==> config.mk <==
export PLATFORM = sky130hd
export DESIGN_NAME = rdi_wake_ctrl
export DESIGN_NICKNAME = d
export VERILOG_FILES = /design/src/rtl/rdi_wake_ctrl.sv
export SDC_FILE = /design/constraint.sdc
export NUM_CORES = 1
export LEC_CHECK = 0
export CAP_MARGIN = 20
export CORE_UTILIZATION = 35
export CTS_CLUSTER_DIAMETER = 80
export CTS_CLUSTER_SIZE = 24
export DETAILED_ROUTE_END_ITERATION = 12
export GPL_TIMING_DRIVEN = 0
export PLACE_DENSITY = 0.54
export SETUP_SLACK_MARGIN = 0.15
export SLEW_MARGIN = 10
export SYNTH_ARGS = -nofsm -noshare
export SYNTH_HDL_FRONTEND = slang
export SYNTH_SLANG_ARGS = --single-unit
==> constraint.sdc <==
create_clock -name i_clk -period 1.91 [get_ports i_clk]
set_input_delay 0.573 -clock i_clk [delete_from_list [all_inputs] [get_ports i_clk]]
set_output_delay 0.573 -clock i_clk [all_outputs]
set_load 0.02 [all_outputs]
==> src/rtl/rdi_wake_ctrl.sv <==
// PHY-side RDI wake / clock-gating controller in front of the RDI clock handshake block.
// Answers adapter wakes, runs the clock handshake for PHY wakes, releases queued events, grants gating.
module rdi_wake_ctrl #(
    parameter int unsigned IDLE_TIMEOUT = 16,
    parameter int unsigned HS_TIMEOUT   = 64
) (
    input  logic i_clk,
    input  logic i_rst,
    input  logic i_lp_wake_req,
    output logic o_pl_wake_ack,
    input  logic i_phy_clk_ready,
    input  logic i_pl_event_pend,
    output logic o_pl_event_go,
    output logic o_hs_en,
    input  logic i_adapter_is_waked_up,
    output logic o_clk_gate_ok,
    output logic o_hs_timeout
);

    // state    | meaning
    // GATED    | both sides idle, PHY RDI clocks may be gated
    // ACK_WAIT | adapter asked for wake, waiting for PHY clocks before acking
    // HS_WAIT  | PHY wants to talk, clock handshake running until adapter is awake
    // ACTIVE   | both sides awake, events released, idle timer running

    localparam int unsigned IDLE_W = $clog2(IDLE_TIMEOUT) + 1;
    localparam int unsigned HS_W   = $clog2(HS_TIMEOUT) + 1;
    localparam logic [IDLE_W-1:0] IDLE_LAST = IDLE_W'(IDLE_TIMEOUT - 1);
    localparam logic [HS_W-1:0]   HS_LAST   = HS_W'(HS_TIMEOUT - 1);

    typedef enum logic [1:0] {
        GATED    = 2'd0,
        ACK_WAIT = 2'd1,
        HS_WAIT  = 2'd2,
        ACTIVE   = 2'd3
    } state_t;

    state_t            state;
    logic [IDLE_W-1:0] idle_cnt;
    logic [HS_W-1:0]   hs_cnt;
    logic              armed;
    logic              idle;
    logic              release_evt;

    assign idle        = !i_pl_event_pend && !i_lp_wake_req && !o_pl_wake_ack;
    assign release_evt = i_pl_event_pend && armed;

    always_ff @(posedge i_clk) begin
        if (i_rst) begin
            state         <= GATED;
            idle_cnt      <= '0;
            hs_cnt        <= '0;
            armed         <= 1'b1;
            o_pl_wake_ack <= 1'b0;
            o_pl_event_go <= 1'b0;
            o_hs_en       <= 1'b0;
            o_clk_gate_ok <= 1'b1;
            o_hs_timeout  <= 1'b0;
        end else begin
            o_pl_event_go <= 1'b0;
            if (!i_pl_event_pend) begin
                armed <= 1'b1;
            end
            if (!i_lp_wake_req) begin
                o_pl_wake_ack <= 1'b0;
            end

            case (state)
                GATED: begin
                    // A requesting adapter already has its clock, so no handshake is needed.
                    if (i_lp_wake_req) begin
                        state         <= ACK_WAIT;
                        o_clk_gate_ok <= 1'b0;
                    end else if (i_pl_event_pend) begin
                        state         <= HS_WAIT;
                        hs_cnt        <= '0;
                        o_hs_en       <= 1'b1;
                        o_clk_gate_ok <= 1'b0;
                    end
                end

                ACK_WAIT: begin
                    if (!i_lp_wake_req) begin
                        state         <= GATED;
                        o_clk_gate_ok <= 1'b1;
                    end else if (i_phy_clk_ready) begin
                        state         <= ACTIVE;
                        idle_cnt      <= '0;
                        o_pl_wake_ack <= 1'b1;
                        if (release_evt) begin
                            o_pl_event_go <= 1'b1;
                            armed         <= 1'b0;
                        end
                    end
                end

                HS_WAIT: begin
                    // Adapter request wins over a concurrent wake so it is always acked.
                    if (i_lp_wake_req) begin
                        state   <= ACK_WAIT;
                        o_hs_en <= 1'b0;
                    end else if (i_adapter_is_waked_up) begin
                        state    <= ACTIVE;
                        idle_cnt <= '0;
                        o_hs_en  <= 1'b0;
                        if (release_evt) begin
                            o_pl_event_go <= 1'b1;
                            armed         <= 1'b0;
                        end
                    end else if (hs_cnt == HS_LAST) begin
                        state         <= GATED;
                        o_hs_en       <= 1'b0;
                        o_hs_timeout  <= 1'b1;
                        o_clk_gate_ok <= 1'b1;
                    end else begin
                        hs_cnt <= hs_cnt + 1'b1;
                    end
                end

                ACTIVE: begin
                    if (release_evt) begin
                        o_pl_event_go <= 1'b1;
                        armed         <= 1'b0;
                    end
                    if (i_lp_wake_req && i_phy_clk_ready && !o_pl_wake_ack) begin
                        o_pl_wake_ack <= 1'b1;
                    end
                    if (!idle) begin
                        idle_cnt <= '0;
                    end else if (idle_cnt == IDLE_LAST) begin
                        state         <= GATED;
                        idle_cnt      <= '0;
                        o_clk_gate_ok <= 1'b1;
                    end else begin
                        idle_cnt <= idle_cnt + 1'b1;
                    end
                end

                default: begin
                    state         <= GATED;
                    o_hs_en       <= 1'b0;
                    o_clk_gate_ok <= 1'b1;
                end
            endcase
        end
    end

endmodule

# Yosys cells after proc, flatten, opt, wreduce, memory -nomap -nowiden
# Index checks and enable logic that the tools add are counted.
dict set report op_classes {
  mux 56
  addsub 2
  n_reduce_logical 17
  n_eq_ne 20
  n_bitwise 2
}
# operator count
set op_table {}
lappend op_table {{two-way mux 7 bit} 5}
lappend op_table {{two-way mux 5 bit} 6}
lappend op_table {{two-way mux 1 bit} 28}
lappend op_table {{!= test 2 bit (second input constant)} 12}
lappend op_table {{two-way mux 2 bit} 9}
lappend op_table {{case mux 5 bit (3 select lines)} 1}
lappend op_table {{case mux 7 bit (2 select lines)} 1}
lappend op_table {{AND reduction 5 bit} 2}
lappend op_table {{case mux 2 bit (4 select lines)} 1}
lappend op_table {{AND reduction 4 bit} 2}
lappend op_table {{adder 7 x 1 -> 7 bit (second input constant)} 1}
lappend op_table {{== test 7 x 6 -> 1 bit (second input constant)} 1}
lappend op_table {{AND reduction 7 bit} 1}
lappend op_table {{!= test 3 bit (second input constant)} 2}
lappend op_table {{case mux 1 bit (3 select lines)} 2}
lappend op_table {{AND reduction 6 bit} 1}
lappend op_table {{adder 5 x 1 -> 5 bit (second input constant)} 1}
lappend op_table {{== test 5 x 4 -> 1 bit (second input constant)} 1}
lappend op_table {{logical AND 1 bit} 5}
lappend op_table {{== test 2 bit (second input constant)} 2}
lappend op_table {{!= test 4 bit (second input constant)} 1}
lappend op_table {{case mux 1 bit (2 select lines)} 2}
lappend op_table {{case mux 1 bit (4 select lines)} 1}
lappend op_table {{zero test 1 bit} 3}
lappend op_table {{5 further kinds} 6}
dict set report totals {
  in_bits 6
  regBits 20
}

# Longest topological paths before layout
# Gate-level depths: netlist (run 1).
dict set report depth {
  word_depth 5
  depth_mapped 5
  depth_no_buf 5
}

# Worst setup path after synthesis (run 1)
# OpenSTA, ideal clock, no wires.
dict set report synth_timing {
  kind {in2reg}
  from {in i_lp_wake_req}
  to {reg hs_cnt[5]}
  t_required_ns 1.837
  n_path_buf 1
  setup_slack_ns 0.166
  arrival_ns 1.671
  stages 5
  cell_sequence {buf_6 -> nor4b_4 -> o21ai_2 -> or4_4 -> o211ai_2}
}
dict set report synth_via {
  elab_chain_cells 2
  elab_cells_between_ends 3
}
# item line
set synth_rtl {}
lappend synth_rtl {{from (decl)} 9} ;# input logic i_lp_wake_req,
lappend synth_rtl {{!= test 2 bit (no source line)} -}
lappend synth_rtl {{AND reduction 6 bit (no source line) (*)} -}
lappend synth_rtl {{to (signal assigned)} 116} ;# hs_cnt <= hs_cnt + 1'b1;
lappend synth_rtl {{to (decl)} 40} ;# logic [HS_W-1:0] hs_cnt;
# Mark *: on every way between the ends. The rest lies on a longest branch, timed or not.
# A chain may end at the register's enable or synchronous reset.

# Final worst setup path (run 1)
dict set report layout_timing {
  from {in i_lp_wake_req}
  to {reg idle_cnt[2]}
}
dict set report layout_via {
  elab_chain_cells 5
  elab_cells_between_ends 8
}
# item line
set layout_rtl {}
lappend layout_rtl {{zero test 1 bit} -}
lappend layout_rtl {{logical AND 1 bit (2 in series)} 45} ;# assign idle = !i_pl_event_pend && !i_lp_wake_req && !o_pl_wake_ack;
lappend layout_rtl {{two-way mux 5 bit} 128} ;# if (!idle) begin
lappend layout_rtl {{case mux 5 bit (3 select lines)} 68} ;# case (state)
lappend layout_rtl {{to (signal assigned)} 135} ;# idle_cnt <= idle_cnt + 1'b1;
lappend layout_rtl {{to (decl)} 39} ;# logic [IDLE_W-1:0] idle_cnt;
# Several ways; a longest one is shown, not always the timed one.

==> flow_summary.toml, run 1 <==
[status]
status = "completed"

[timing]
setup-violations-final = 0
finalCritPeriodShare_pct = 89.86
fmax_mhz = 582.6
setup_ws_ns = 0.1936
timing.slew.headroom_pct = 62.33
worstMarginPinSlew_ns = 0.5651
min_period_ns = 1.716
rsz0062_at_grt = "false"
drv_slew = 0
hold_viol_final = 0
skew_ns = 0.001611

[logic_synthesis]
yosysTopAreaCellShare_pct = 39.12
synth_edf_count = 0
synthArstFlopShare_pct = 0
synthFlopType = "dfxtp_1"
avgSynthCellArea_sq_um = 8.459
yosysSeqAreaShare_pct = 39.12
synth_seq_cells = 20
synth_area_leaders = "dfxtp_1 39%, a311oi_1 6.0%, nor2_1 5.9%"
syn_inst = 121
yosysWarnings = 0
netlist_area_sq_um = 1023
yosys.area.top_type = "dfxtp_1"
synthesis.nets = 129
synth_cell_type_count = 38

[die]
die_w_um = 56.08
initial_utilization_pct = 37.11
core_sq_um = 2758
die_y_um = 56.08
io-pin-count = 11
fp.dieArea_sq_um = 3144
placementRows = 19

[worst_setup_path]
reg2reg_from = "hs_cnt[1]$_SDFFE_PP0P_"
crit_path_start_kind = "input pin"
cp_common_cell = "or3_1"
cpPeakStageDelay_ns = 0.39
critPathCapture = "idle_cnt[2]$_SDFFE_PP0P_"
cp-end-kind = "flip-flop"
worstPathArrival_ns = 1.94
required_ns = 2.13
reg2reg_to = "hs_cnt[3]$_SDFFE_PP0P_"
slowest_stage = "or3_1"
startpoint = "i_lp_wake_req"
crit_chain = "dlygate4sd2_1 > or3_1 > buf_6 > or3_1 > a311oi_2"
reg2reg_slack_ns = 0.30
cp_max_fo = 6
rr_worst_depth = 6
critical_path_class = "input pin to flip-flop"

[drt]
drt_first_pass_iters = 4
drt_wl_total_um = 2241
drc = 0
avgRoutedWirePerCell_um = 13.11
vias = 938
avgViaCountPerCell = 5.485
ant_nets = 0
drt_iter0_markers = 26

[global_route]
grt.total_usage_pct = 15.35
grt_pass1_wl_um = 3843
grt_pass1_vias = 833
grt_max_degree = 12
grt_remaining_overflow = 0
antenna_found_initial = 0

[power_and_ir_drop]
p_leak_nw = 0.4568
p_per_area_nw_per_um2 = 633.3
peakVddDrop_v = 0.0005457

[placement]
post-place-ws_ns = -0.4983
dp_cells = 162
portBuffers = 10
dp_hpwl_um = 1586
routabilityCongestion = 0.7695

[worst_hold_path]
hold_path_class = "flip-flop to flip-flop"
hp-start = "hs_cnt[6]$_SDFFE_PP0P_"
min_path_cells = 2

[clock_network]
htreeDepth = 1
cts_tree = "yes"
clock_latency_ns = 0.30
cts-buffers-inserted = 3
clk_pin_slew_ns = 0.11
clkSinkCount = 20
cts_root_buf = "clkbuf_4"
clockBufferDepth = 2

[finish]
nets = 149
final_cell_mix = "19 x dfxtp_1, 16 x nor2_1, 9 x nand2_1"
mostFrequentLayoutCell = "dfxtp_1"
drive_above_1_share_pct = 16.43
area_growth_pct = 23.35
antenna_cells = 0
final_cells = 171

[job]
maxCapViolCount = 0
==> worst max-delay path: cells and delay by family <==
kind            cells  cell delay, ns
buf+inv             2            0.39
simple gates        2            0.74
compound gates      1            0.23
==> layer usage <==
metal  routed length (um)  track usage [%]  share of wire [%]  up-vias
met2                  961            22.96                 43       18
met3                   88            4.884                3.9        2
li1                     -                -                  -      482
met4                   16            3.136               0.71        0
met5                    0                0                  0        -
met1                 1176            21.63                 52      436
==> synth_stat cells, drive strengths merged (3+ instances only) <==
master,number
nor3,3
a21oi,6
nand3,7
dfxtp,20
nor2b,3
nor2,16
inv,4
a311oi,7
nand2b,6
o21ai,6
clkbuf,4
nand2,9
==> power by group <==
group	switching, W	total [W]	leakage, nW	internal, W
Clock	0.000133	0.000249	0.0210	0.000116
Sequential	0.00000921	0.000437	0.163	0.000427
Combinational	0.0000667	0.000114	0.273	0.0000472
Total	0.000209	0.000800	0.457	0.000591
==> what timing repair did <==
| item | CTS | global route |
|---|---|---|
| resized for setup | 12 | 6 |
| pin swaps | 1 | 3 |
| setup buffers | 4 | 0 |
| hold buffers | 0 | 0 |
| cloned | 1 | 0 |
| endpoints found under the setup margin | 19 | 6 |
==> flip-flops by register name (all words and copies together) (netlist names) <==
signal	cells
armed	1
hs_cnt	7
idle_cnt	5
o_clk_gate_ok	1
o_hs_en	1
o_hs_timeout	1
o_pl_event_go	1
o_pl_wake_ack	1
state	2
==> how the worst min path moves through the flow <==
stage                              to  slack, ns
2_1_floorplan  hs_cnt[6]$_SDFFE_PP0P_       0.40
3_5_place_dp   hs_cnt[6]$_SDFFE_PP0P_       0.42
4_1_cts        hs_cnt[6]$_SDFFE_PP0P_       0.44
6_report       hs_cnt[6]$_SDFFE_PP0P_       0.44
3_3_place_gp   hs_cnt[6]$_SDFFE_PP0P_       0.42
5_1_grt        hs_cnt[6]$_SDFFE_PP0P_       0.49
==> metrics by stage <==
step	total power [W]	TNS, ns	cell area, sq um	util (%)	hold slack [ns]
2_1_floorplan	0.0005166	0	1023	-	0.4030
5_1_grt	0.0008422	0	1262	45.78	0.4858
3_5_place_dp	0.0005587	-4.574	1162	42.15	0.4206
6_report	0.0007995	0	1262	45.78	0.4410
4_1_cts	0.0008093	0	1241	45.01	0.4432
3_3_place_gp	0.0005578	-4.463	1162	42.15	0.4218
==> layout make-up <==
type	instances	area, sq um
Tap cell	31	38.79
Clock buffer	4	36.28
Timing Repair Buffer	15	125.1
Buffer	6	37.54
Multi-Input combinational cell	91	608.1
Fill cell	288	1495
Sequential cell	20	401.6
Inverter	4	15.01
==> kinds of logic after synthesis <==
group / after synthesis / synth area share [%]
buf+inv: 10 / 4.522
simple gates: 57 / 30.81
compound gates: 31 / 22.13
flops: 20 / 39.12
fa+ha+maj: 2 / 2.445
mux: 1 / 0.9780
Note: power is estimated with default switching activity, not from simulation.
==> run 2: changes to the inputs <==
--- a/config.mk
+++ b/config.mk
@@ -6,12 +6,16 @@
 export NUM_CORES = 1
 export LEC_CHECK = 0
 export CAP_MARGIN = 20
+export CELL_PAD_IN_SITES_DETAIL_PLACEMENT = 1
+export CELL_PAD_IN_SITES_GLOBAL_PLACEMENT = 1
+export CORE_ASPECT_RATIO = 0.9
+export CORE_MARGIN = 8
 export CORE_UTILIZATION = 35
 export CTS_CLUSTER_DIAMETER = 80
 export CTS_CLUSTER_SIZE = 24
 export DETAILED_ROUTE_END_ITERATION = 12
 export GPL_TIMING_DRIVEN = 0
-export PLACE_DENSITY = 0.54
+export PLACE_DENSITY = 0.67
 export SETUP_SLACK_MARGIN = 0.15
 export SLEW_MARGIN = 10
 export SYNTH_ARGS = -nofsm -noshare
==> run 2 against run 1 <==
First-iteration DRC count up 31%. Power up 2.2%. Clock skew up 0.0020 ns. Non-clock buffer count up 1. Global-route usage down 3.1 points. Via count up 5.5%. Flip-flop and latch count unchanged. Design area up 3.0%. Sequential share of layout area down 0.82 points. Critical endpoint is now hs_cnt[5]$_SDFFE_PP0P_. Largest cell class unchanged. Highest routed layer unchanged.
==> flow_summary.toml, run 2 (same netlist as run 1, synthesis figures left out) <==
[status]
status = "completed"

[placement]
dp_cells = 171
dp_hpwl_um = 1913
dpl_cell_area_sq_um = 1174
portBuffers = 10
routabilityCongestion = 0.7571

[die]
io-pin-count = 11
initial_utilization_pct = 36.95
die_w_um = 73
placementRows = 18
core_sq_um = 2770
die_y_um = 67.30
fp.dieArea_sq_um = 4913

[global_route]
grt_pass1_vias = 1023
grt_remaining_overflow = 0
antenna_found_initial = 0
grt_max_degree = 12
grt.total_usage_pct = 12.29
grt_pass1_wl_um = 4823

[finish]
antenna_cells = 0
stdcell_area_sq_um = 1300
top_regs = "hs_cnt x7, idle_cnt x5, state x2"
final_cell_mix = "18 x dfxtp_1, 16 x nor2_1, 9 x nand2_1"
area_growth_pct = 27.02
nets = 150
largest_register_ffs = 7
drive_above_1_share_pct = 18.44
largest-register = "hs_cnt"
mostFrequentLayoutCell = "dfxtp_1"
final_cells = 181

[worst_setup_path]
required_ns = 2.17
crit_path_start_kind = "input pin"
critical_path_class = "input pin to flip-flop"
cp_max_fo = 6
cp-end-kind = "flip-flop"
worstPathArrival_ns = 1.97

[clock_network]
clock_latency_ns = 0.31
cts_hold_buffers = 0
htreeDepth = 1
cts_tree = "yes"
cts-buffers-inserted = 3
clkSinkCount = 20
cts_root_buf = "clkbuf_4"
clockBufferDepth = 2
clk_pin_slew_ns = 0.12

[timing]
worstMarginPinSlew_ns = 0.5425
finalCritPeriodShare_pct = 89.74
timing.slew.headroom_pct = 63.84
fmax_mhz = 583.4
rsz0062_at_grt = "true"
drv_slew = 0
min_period_ns = 1.714
skew_ns = 0.003638
setup-violations-final = 0
hold_viol_final = 0

[drt]
avgViaCountPerCell = 5.470
drt_iter0_markers = 34
drt_wl_total_um = 2704
vias = 990
drt_first_pass_iters = 4
avgRoutedWirePerCell_um = 14.94
drc = 0
ant_nets = 0

[power_and_ir_drop]
p_total_w = 0.0008168
p_per_area_nw_per_um2 = 628.3
p_leak_nw = 0.4607
peakVddDrop_v = 0.0003722

[job]
maxCapViolCount = 0

[worst_hold_path]
hold_path_class = "flip-flop to flip-flop"
-- run 2: final timing paths --
| check | to | depth (start not counted) | slack [ns] | start |
|---|---|---|---|---|
| hold reg to reg | hs_cnt[6]$_SDFFE_PP0P_ | 2 | 0.44 | hs_cnt[6]$_SDFFE_PP0P_ |
| hold / removal | hs_cnt[6]$_SDFFE_PP0P_ | 2 | 0.44 | hs_cnt[6]$_SDFFE_PP0P_ |
| setup reg to reg | hs_cnt[3]$_SDFFE_PP0P_ | 6 | 0.30 | hs_cnt[0]$_SDFFE_PP0P_ |
| setup / recovery | hs_cnt[5]$_SDFFE_PP0P_ | 6 | 0.20 | i_lp_wake_req |
-- run 2: cell type report --
class / instances / area, sq um
fillers: 341 / 1470
clock buffers: 4 / 36.28
plain buffers: 6 / 37.54
inverters: 4 / 15.01
multi-input cells: 91 / 623.1
flip-flops and latches: 20 / 402.9
repair buffers: 16 / 135.1
well taps: 40 / 50.05
-- run 2: worst max-delay path: stages --
cell and delay (ns):
dlygate4sd2_1 0.24, buf_6 0.13, nor4b_4 0.32, o21ai_4 0.13, or4_4 0.49, o211ai_2 0.08
-- run 2: timing repair --
| action | in CTS | in global routing |
|---|---|---|
| pin swaps | 3 | 1 |
| setup buffers | 5 | 1 |
| setup endpoints to repair | 18 | 4 |
| gates cloned | 0 | 0 |
| resized for setup | 19 | 3 |
-- run 2: metal layers --
metal	track usage [%]	up-vias	wire [um]
met5	0	-	0
met2	20.18	14	1246
met3	4.438	4	112
met4	2.993	0	25
li1	-	494	-
met1	14.99	478	1319
-- run 2: power breakdown --
| part | switching [W] | total [W] | internal (W) |
|---|---|---|---|
| clock | 0.000143 | 0.000260 | 0.000117 |
| combinational | 0.0000710 | 0.000120 | 0.0000489 |
| sequential | 0.00000941 | 0.000437 | 0.000428 |
| total | 0.000224 | 0.000817 | 0.000593 |
-- run 2: through the flow --
step | setup TNS, ns | util [%] | hold slack [ns] | setup WS (ns)
3_3_place_gp | -4.588 | 42.37 | 0.4136 | -0.4933
4_1_cts | 0 | 46.48 | 0.4440 | 0.1938
6_report | 0 | 46.93 | 0.4388 | 0.1959
3_5_place_dp | -4.800 | 42.37 | 0.4266 | -0.5008
2_1_floorplan | 0 | - | 0.4030 | 0.1659
5_1_grt | 0 | 46.93 | 0.4709 | 0.1336
==> run 3: changes to the inputs <==
--- a/config.mk
+++ b/config.mk
@@ -9,14 +9,13 @@
 export CELL_PAD_IN_SITES_DETAIL_PLACEMENT = 1
 export CELL_PAD_IN_SITES_GLOBAL_PLACEMENT = 1
 export CORE_ASPECT_RATIO = 0.9
-export CORE_MARGIN = 8
 export CORE_UTILIZATION = 35
 export CTS_CLUSTER_DIAMETER = 80
 export CTS_CLUSTER_SIZE = 24
 export DETAILED_ROUTE_END_ITERATION = 12
 export GPL_TIMING_DRIVEN = 0
 export PLACE_DENSITY = 0.67
-export SETUP_SLACK_MARGIN = 0.15
+export SETUP_SLACK_MARGIN = 0.4
 export SLEW_MARGIN = 10
 export SYNTH_ARGS = -nofsm -noshare
 export SYNTH_HDL_FRONTEND = slang
==> run 3 against run 2 <==
Clock skew about the same. Critical endpoint unchanged. Utilization up 4.8 points. Non-clock buffer count up 8. Die area down 36%. Largest power group unchanged. Largest cell class unchanged. Worst setup slack better by 0.18 ns.
==> flow_summary.toml, run 3 (same netlist as run 1, synthesis figures left out) <==
[clock_network]
clockBufferDepth = 2
clk_pin_slew_ns = 0.12
clock_latency_ns = 0.31
cts_tree = "yes"
cts_root_buf = "clkbuf_4"
htreeDepth = 1
cts-buffers-inserted = 3
cts_hold_buffers = 0
clkSinkCount = 20

[finish]
stdcell_area_sq_um = 1433
mostFrequentLayoutCell = "nor2_1"
top_regs = "hs_cnt x7, idle_cnt x5, state x2"
antenna_cells = 0
drive_above_1_share_pct = 38.26
area_growth_pct = 39.98
nets = 158
final_util_pct = 51.72
largest-register = "hs_cnt"
largest_register_ffs = 7
final_cell_mix = "15 x nor2_1, 13 x dfxtp_1, 12 x buf_4"
final_cells = 189

[power_and_ir_drop]
peakVddDrop_v = 0.0005404
p_leak_nw = 0.5162
clkPwrFrac_pct = 30.9
p_per_area_nw_per_um2 = 585.3
sw_frac_of_total_pct = 27.70
power_switching_w = 0.0002323
p_comb_share_pct = 17.0
internal_power_w = 0.0006062
seq_power_share_pct = 52.0

[die]
placementRows = 18
initial_utilization_pct = 36.95
die_w_um = 59
die_y_um = 53.30
io-pin-count = 11
core_sq_um = 2770
fp.dieArea_sq_um = 3145

[drt]
avgRoutedWirePerCell_um = 15.73
ant_nets = 0
drt_wl_total_um = 2973
drc = 0
avgViaCountPerCell = 5.413
vias = 1023
drt_iter0_markers = 21
drt_first_pass_iters = 4

[worst_setup_path]
cp_max_fo = 4
required_ns = 2.15
crit_path_start_kind = "input pin"
crit_buf_inv = 2
cp-end-kind = "flip-flop"
slowest_stage = "or4_4"
critical_path_class = "input pin to flip-flop"
cpPeakStageDelay_ns = 0.43
crit_chain = "buf_2 > buf_6 > nor4b_4 > o21ai_4 > or4_4 > o211ai_2"
critical-path-top-delay-family = "simple AND/OR/NAND/NOR gates"
worstPathArrival_ns = 1.78

[timing]
worstMarginPinSlew_ns = 0.3046
finalCritPeriodShare_pct = 80.41
hold_viol_final = 0
timing.slew.headroom_pct = 79.60
fmax_mhz = 651.1
min_period_ns = 1.536
drv_slew = 0
skew_ns = 0.003924
rsz0062_at_grt = "true"
setup_tns_ns = 0
setup-violations-final = 0

[placement]
dp_hpwl_um = 1933
dp_cells = 171
routabilityCongestion = 0.8020
portBuffers = 10
dpl_cell_area_sq_um = 1207

[global_route]
grt_pass1_wl_um = 4692
grt.total_usage_pct = 20.61
antenna_found_initial = 0
grtUsageMet1_pct = 24.45
met2_usage_pct = 37.69
grt_pass1_vias = 976
busiest_layer = "met2"
grt_max_degree = 12
grt_remaining_overflow = 0
use_met3_pct = 5.134

[status]
status = "completed"

[worst_hold_path]
hold_path_class = "flip-flop to flip-flop"

[job]
maxCapViolCount = 0
[run 3: cell types whose count changed in the layout (fill, tap and decap cells not counted), sizes merged]
| cell | change |
|---|---|
| clkdlybuf4s15 | +1 |
| clkbuf | -1 |
| dlygate4sd2 | -8 |
| buf | +16 |
[run 3: timing repair]
action	4_1_cts	5_1_grt
setup buffers	10	4
endpoints found under the setup margin	23	14
gates resized for setup	46	17
pin swaps	6	4
hold endpoints to repair	0	0
[run 3: through the flow]
| step | hold WS, ns | power, W | setup slack, ns |
|---|---|---|---|
| detailed placement | 0.4323 | 0.0005663 | -0.5124 |
| CTS | 0.4471 | 0.0008478 | 0.3803 |
| global route | 0.4636 | 0.0008873 | 0.3470 |
| floorplan | 0.4030 | 0.0005206 | 0.1659 |
| global placement | 0.4130 | 0.0005632 | -0.4969 |
| finish | 0.4487 | 0.0008385 | 0.3742 |
[run 3: power by group through the flow]
| stage | logic [W] | clock network [W] | registers [W] |
|---|---|---|---|
| after floorplan | 0.0000694 | 0 | 0.000451 |
| after global placement | 0.000117 | 0 | 0.000446 |
| after detailed placement | 0.000120 | 0 | 0.000447 |
| after CTS | 0.000137 | 0.000272 | 0.000438 |
| after global routing | 0.000154 | 0.000295 | 0.000438 |
| final | 0.000143 | 0.000259 | 0.000436 |
[run 3: worst paths after layout]
kind / slack (ns) / end / depth (start not counted) / from
worst max-delay path: 0.37 / hs_cnt[5]$_SDFFE_PP0P_ / 6 / i_lp_wake_req
worst min-delay path: 0.45 / hs_cnt[6]$_SDFFE_PP0P_ / 2 / hs_cnt[6]$_SDFFE_PP0P_
worst min register to register: 0.45 / hs_cnt[6]$_SDFFE_PP0P_ / 2 / hs_cnt[6]$_SDFFE_PP0P_
worst max register to register: 0.43 / idle_cnt[3]$_SDFFE_PP0P_ / 6 / o_pl_wake_ack$_SDFF_PP0_
[run 3: cell type report]
class,count,area [sq um]
plain buffers,6,42.54
inverters,4,15.01
multi-input cells,91,676.9
repair buffers,24,197.7
flip-flops and latches,20,414.1
clock buffers,4,36.28
fillers,334,1338
well taps,40,50.05
[run 3: metal layers]
| layer | vias to the layer above | routed length, um |
|---|---|---|
| met5 | - | 0 |
| met4 | 0 | 12 |
| met3 | 2 | 88 |
| met2 | 17 | 1436 |
| met1 | 498 | 1435 |
| li1 | 506 | - |
[run 3: worst register-to-register path, cell delays in order, from the launching register on]
cell      delay (ns)
dfxtp_2         0.34
or3_4           0.36
buf_6           0.14
buf_4           0.13
nor3_4          0.13
nand2_1         0.08
a311oi_2        0.23
